$ cat src/rtl/ika9958_prim_srl_bank.sv
// ika9958_prim_srl_bank
// Bank of WIDTH independent clocked SR latches sharing clock, clock enable
// and reset. MODE selects the S&R conflict rule, EDGE selects rising-edge
// sensitive inputs, RST_VAL gives per-channel reset values and o_CHG strobes
// whenever an o_Q bit changes.
// Optional feature: define IKA9958_SRL_BANK_INVALID_FLAG_EN to add the sticky
// per-channel o_INVALID flags and the i_FLAG_CLR input.
module ika9958_prim_srl_bank #(
    parameter int               WIDTH   = 8,
    parameter int               MODE    = 0,
    parameter int               EDGE    = 0,
    parameter logic [WIDTH-1:0] RST_VAL = {WIDTH{1'b0}}
) (
    input  logic             i_CLK,
    input  logic             i_RST_n,
    input  logic             i_CEN,
    input  logic [WIDTH-1:0] i_S,
    input  logic [WIDTH-1:0] i_R,
    output logic [WIDTH-1:0] o_Q,
    output logic [WIDTH-1:0] o_Q_n,
    output logic [WIDTH-1:0] o_CHG
`ifdef IKA9958_SRL_BANK_INVALID_FLAG_EN
    ,
    input  logic             i_FLAG_CLR,
    output logic [WIDTH-1:0] o_INVALID
`endif
);

    // Effective set/reset after optional edge detection.
    logic [WIDTH-1:0] s_eff;
    logic [WIDTH-1:0] r_eff;
    // Next latch state, evaluated for the coming CEN edge.
    logic [WIDTH-1:0] q_next;
    logic [WIDTH-1:0] qn_next;

    generate
        if (EDGE != 0) begin : g_edge
            logic [WIDTH-1:0] s_prev;
            logic [WIDTH-1:0] r_prev;

            // Input history sampled at CEN rate; reset to ones so that inputs
            // held high across reset release are not seen as new edges.
            always_ff @(posedge i_CLK or negedge i_RST_n) begin
                if (!i_RST_n) begin
                    s_prev <= '1;
                    r_prev <= '1;
                end else if (i_CEN) begin
                    s_prev <= i_S;
                    r_prev <= i_R;
                end
            end

            assign s_eff = i_S & ~s_prev;
            assign r_eff = i_R & ~r_prev;
        end else begin : g_level
            assign s_eff = i_S;
            assign r_eff = i_R;
        end
    endgenerate

    // Per-channel next state from the effective inputs and the conflict rule.
    always_comb begin
        // NOTE: defaults first so every path assigns every bit (no latches).
        q_next  = o_Q;
        qn_next = o_Q_n;
        for (int i = 0; i < WIDTH; i++) begin
            case ({s_eff[i], r_eff[i]})
                2'b01: begin
                    q_next[i]  = 1'b0;
                    qn_next[i] = 1'b1;
                end
                2'b10: begin
                    q_next[i]  = 1'b1;
                    qn_next[i] = 1'b0;
                end
                2'b11: begin
                    case (MODE)
                        0: begin
                            q_next[i]  = 1'b0;
                            qn_next[i] = 1'b0;
                        end
                        1: begin
                            q_next[i]  = 1'b1;
                            qn_next[i] = 1'b0;
                        end
                        2: begin
                            q_next[i]  = 1'b0;
                            qn_next[i] = 1'b1;
                        end
                        default: begin
                            q_next[i]  = ~o_Q[i];
                            qn_next[i] = o_Q[i];
                        end
                    endcase
                end
                default: begin
                    q_next[i]  = o_Q[i];
                    qn_next[i] = o_Q_n[i];
                end
            endcase
        end
    end

    // Latch state and change strobe; Q_n is its own register so MODE 0 can
    // hold the 0/0 pair.
    always_ff @(posedge i_CLK or negedge i_RST_n) begin
        if (!i_RST_n) begin
            o_Q   <= RST_VAL;
            o_Q_n <= ~RST_VAL;
            o_CHG <= '0;
        end else begin
            // NOTE: non-blocking assignments for all sequential state.
            o_CHG <= i_CEN ? (q_next ^ o_Q) : '0;
            if (i_CEN) begin
                o_Q   <= q_next;
                o_Q_n <= qn_next;
            end
        end
    end

`ifdef IKA9958_SRL_BANK_INVALID_FLAG_EN
    // Sticky conflict flags; a new conflict wins over a simultaneous clear.
    always_ff @(posedge i_CLK or negedge i_RST_n) begin
        if (!i_RST_n) begin
            o_INVALID <= '0;
        end else begin
            o_INVALID <= (i_FLAG_CLR ? '0 : o_INVALID)
                       | (i_CEN ? (s_eff & r_eff) : '0);
        end
    end
`else
    // Conflict flags are not built in this configuration.
`endif

endmodule

$ cat config.mk
export PLATFORM = sky130hd
export DESIGN_NAME = ika9958_prim_srl_bank
export DESIGN_NICKNAME = d
export VERILOG_FILES = /design/src/rtl/ika9958_prim_srl_bank.sv
export SDC_FILE = /design/constraint.sdc
export NUM_CORES = 1
export LEC_CHECK = 0
export ABC_CLOCK_PERIOD_IN_PS = 2400
export BUFFER_PORTS_ARGS = -buffer_cell sky130_fd_sc_hd__buf_2
export CELL_PAD_IN_SITES_DETAIL_PLACEMENT = 1
export CELL_PAD_IN_SITES_GLOBAL_PLACEMENT = 2
export CORE_MARGIN = 2
export CORE_UTILIZATION = 30
export DETAILED_ROUTE_END_ITERATION = 8
export HOLD_SLACK_MARGIN = 0.12
export PLACE_DENSITY_LB_ADDON = 0.2
export SETUP_SLACK_MARGIN = 0.3
export SLEW_MARGIN = 20
export SYNTH_ARGS = -nofsm -noshare
export SYNTH_HDL_FRONTEND = slang
export SYNTH_SLANG_ARGS = --single-unit
$ cat constraint.sdc
create_clock -name i_CLK -period 2.4 [get_ports i_CLK]
set_input_delay 0 -clock i_CLK [delete_from_list [all_inputs] [get_ports i_CLK]]
set_output_delay 0 -clock i_CLK [all_outputs]
set_load 0.01 [all_outputs]
# After elaboration in Yosys (flattened, before gate mapping)
# Index checks and enable logic that the tools add are counted.
# Widths: inputs -> output; s select.
totals:
  reg_bits: 24
  input_bits: 19
  out_inout_bits: 24
  word_cells: 84
op_classes:
  eq_ne: 24
  n_mux: 17
  bitwise: 1
  reduce_logical: 32
ops:
  columns: ["cell", "n"]
  rows:
  - ["$eq 2x2->1 const B", 16]
  - ["$pmux 1 s2", 16]
  - ["$reduce_or 2->1", 16]
  - ["$eq 2x1->1 const B", 8]
  - ["$reduce_and 2->1", 8]
  - ["$reduce_bool 2->1", 8]
  - ["$mux 8", 1]
  - ["$xor 8x8->8", 1]

# Logic depth before layout (Yosys ltp)
depth:
  depth_word: 5
  mapped_depth: 4
  ltp_nobuf: 2

# Worst setup path before layout
# No wires, ideal clock.
synth_timing:
  path_kind: "register to register"
  startpoint: "reg o_Q[1]"
  endpoint: "reg o_CHG[1]"
  setup_time_ps: 120
  arrival_time_ps: 824
  required_ps: 2280
  slack_ps: 1456
  stages_incl_launch_ff: 3
  n_path_buf: 0
  period_less_slack_ps: 944
  cell_sequence: "dfrtp_1 > and4bb_2 > a31o_2"
synth_via:
  elab_chain_cells: 3
synth_rtl:
  columns: ["element", "line_no", "source"]
  rows:
  - ["start, declared", "19", "output logic [WIDTH-1:0] o_Q,"]
  - ["start signal, assigned", "115", "o_Q <= q_next;"]
  - ["$pmux 1 s2", "67", "case ({s_eff[i], r_eff[i]})"]
  - ["$xor 8x8->8 *", "113", "o_CHG <= i_CEN ? (q_next ^ o_Q) : '0;"]
  - ["$mux 8 *", "113", null]
  - ["end signal, assigned", "113", null]
  - ["end, declared", "21", "output logic [WIDTH-1:0] o_CHG"]
# Mark *: on every way between the ends. The rest lies on a longest branch, timed or not.
# A chain may end at the register's enable or synchronous reset.

==> impl_metrics.ini <==
[run_status]
status = finished clean

[worst_setup_path]
r2r-end = o_Q_n[5]
r2r_start = o_Q_n[5]
required_ps = 2650
cp-end-kind = flop
arrival_ps = 1630
crit_type = reg2reg
reg2reg_depth = 3
critPathLaunchType = flop
reg2reg_slack_ps = 1020
crit_fanout = 2

[timing]
fin_setup_tns_ps = 0
relSlewSlack_pct = 50.3
setup_viol = 0
worst_pin_slew_ps = 746
slew_viol_final = 0
post-route-min-period_ps = 1380
hold_viol_final = 0
max_freq_mhz = 725
period_share_pct = 57.5
final.setup_skew_ps = 0.860
rsz0062_at_grt = no

[place]
port_buffers = 42
finalWeightedCongestion = 0.670
hpwlAfterDp_um = 1460

[global_route]
grt_pass1_wl_um = 3880
grt_pass1_vias = 920
antenna_found_initial = 0
grt.total_usage_pct = 13.8
grt_max_degree = 49
overflow = 0

[detailed_routing]
vias = 886
drtIter0Drc = 27
drc = 0
routed_wl_um = 2360
dr.pass1.iters = 4
vias_per_cell = 4.69
drtAntennaViolNets = 0
wl_per_cell_um = 12.5

[worst_hold_path]
min_path_type = in2async

[power_and_ir_drop]
powerDensity_nw_per_um2 = 596
p_clk_share_pct = 23.2
p_int_uw = 656
total_leakage_power_nw = 0.711
swShare_pct = 26.3
pwr-share-comb_pct = 22.6
p_sw_uw = 234
ir_worst_vdd_uv = 303
power_frac_seq_pct = 54.2

[cts]
clk_pin_slew_ps = 130
cts.htree.levels = 1
cts.sinks = 24
postCtsResizedCells = 0
cts_tree = built
cts_root_buf = clkbuf_4
clock_path_buffers = 2
post_cts_buffers = 0
cts_hold_buf = 25
cts_inserted_buffers = 3
worstSkewPairLatency_ps = 300

[yosys]
synth_top_area_cell = dfrtp_1
yosysMostFrequentCell = a21oi_1
synth_edf_count = 0
synth_fp_nets = 98
postSynthCellCount = 79
syn_area_sq_um = 990
synthArstFlopShare_pct = 100
yosys-top-cells-area = dfrtp_1 (40%), dfstp_2 (21%), a21oi_1 (16%)
ys_warn_count = 0
ys_seq_area_share_pct = 61.7
synth_top_area_share_pct = 40.5
synth_cell_types = 14
yosys_most_used_dff = dfrtp_1
ys_ff_latch = 24
avgSynthCellArea_sq_um = 12.5
synth.cells.most_frequent = a21oi_1 (32), dfrtp_1 (16), dfstp_2 (8)

[die]
die_area_sq_um = 3770
core_area_sq_um = 3100
die_h_um = 61.4
num_rows = 20
start_util_pct = 31.9
io_pins = 43
die_w_um = 61.4

[finish]
diodes = 0
area_delta_synth_final_pct = 51.1
nets = 165
final_util_pct = 48.2
drive_above_1_share_pct = 41.4

[job]
cap_violations = 0
## metrics by stage
step | setup WS (ps) | power, mW | cell area [sq um] | std cells | hold WS, ps
after floorplan | 1460 | 0.572 | 990 | 79 | -296
after global placement | 1360 | 0.645 | 1210 | 160 | 21.1
after detailed placement | 1330 | 0.650 | 1210 | 160 | 13.9
after CTS | 1040 | 0.908 | 1500 | 189 | 202
after global routing | 955 | 0.955 | 1500 | 189 | 221
final | 1020 | 0.890 | 1500 | 189 | 189
## area by class of cell
| type | count | area, sq um |
|---|---|---|
| Clock buffer | 4 | 36.3 |
| Fill cell | 372 | 1610 |
| Multi-Input combinational cell | 50 | 333 |
| Sequential cell | 24 | 611 |
| Tap cell | 44 | 55.1 |
| Timing Repair Buffer | 67 | 460 |
## how the worst max path moves through the flow
stage,endpoint,start
after floorplan,o_CHG[1],o_Q[1]
after global placement,o_CHG[5],i_CEN
after detailed placement,o_CHG[5],i_CEN
after CTS,o_Q_n[4],o_Q_n[4]
after global routing,o_Q_n[5],o_Q_n[5]
final,o_Q_n[5],o_Q_n[5]
## sequential cells by signal, summed over array words and instances, names as in the netlist
signal	flops
o_Q_n	8
o_CHG	8
o_Q	8
## critical path: stages (launching register included)
cell           delay [ps]
dfstp_2               550
a21oi_1                40
a21oi_1               160
dlygate4sd3_1         580
## layer usage
layer / track usage, % / part of all wire [%] / wire length (um)
met1: 16.2 / 43 / 1020
met2: 25.7 / 52 / 1220
met3: 1.89 / 3.9 / 91
met4: 4.56 / 0.81 / 19
met5: 0 / 0 / 0
## cell families (layout without fill, tap and decap cells)
family,Yosys count,after routing,share of synthesized area [%]
AOI/OAI and AO/OA,40,40,23.0
buffers and inverters,5,71,4.68
DFF,24,24,61.7
and+or+nand+nor,10,10,10.6
## layout by cell type (no fill, tap or decap), drive strengths merged
master,n
a31o,6
dlygate4sd3,25
nand2,2
dfstp,8
a21oi,32
nor4bb,1
buf,42
dfrtp,16
and4bb,5
o31ai,2
nand3,2
clkbuf,4
## power groups by stage
| stage | registers, mW | logic, mW | clock network, mW |
|---|---|---|---|
| 2_1_floorplan | 0.511 | 0.0616 | 0 |
| 3_3_place_gp | 0.489 | 0.155 | 0 |
| 3_5_place_dp | 0.491 | 0.159 | 0 |
| 4_1_cts | 0.484 | 0.202 | 0.223 |
| 5_1_grt | 0.490 | 0.226 | 0.239 |
| 6_report | 0.483 | 0.201 | 0.206 |
Note: power is estimated with default switching activity, not from simulation.
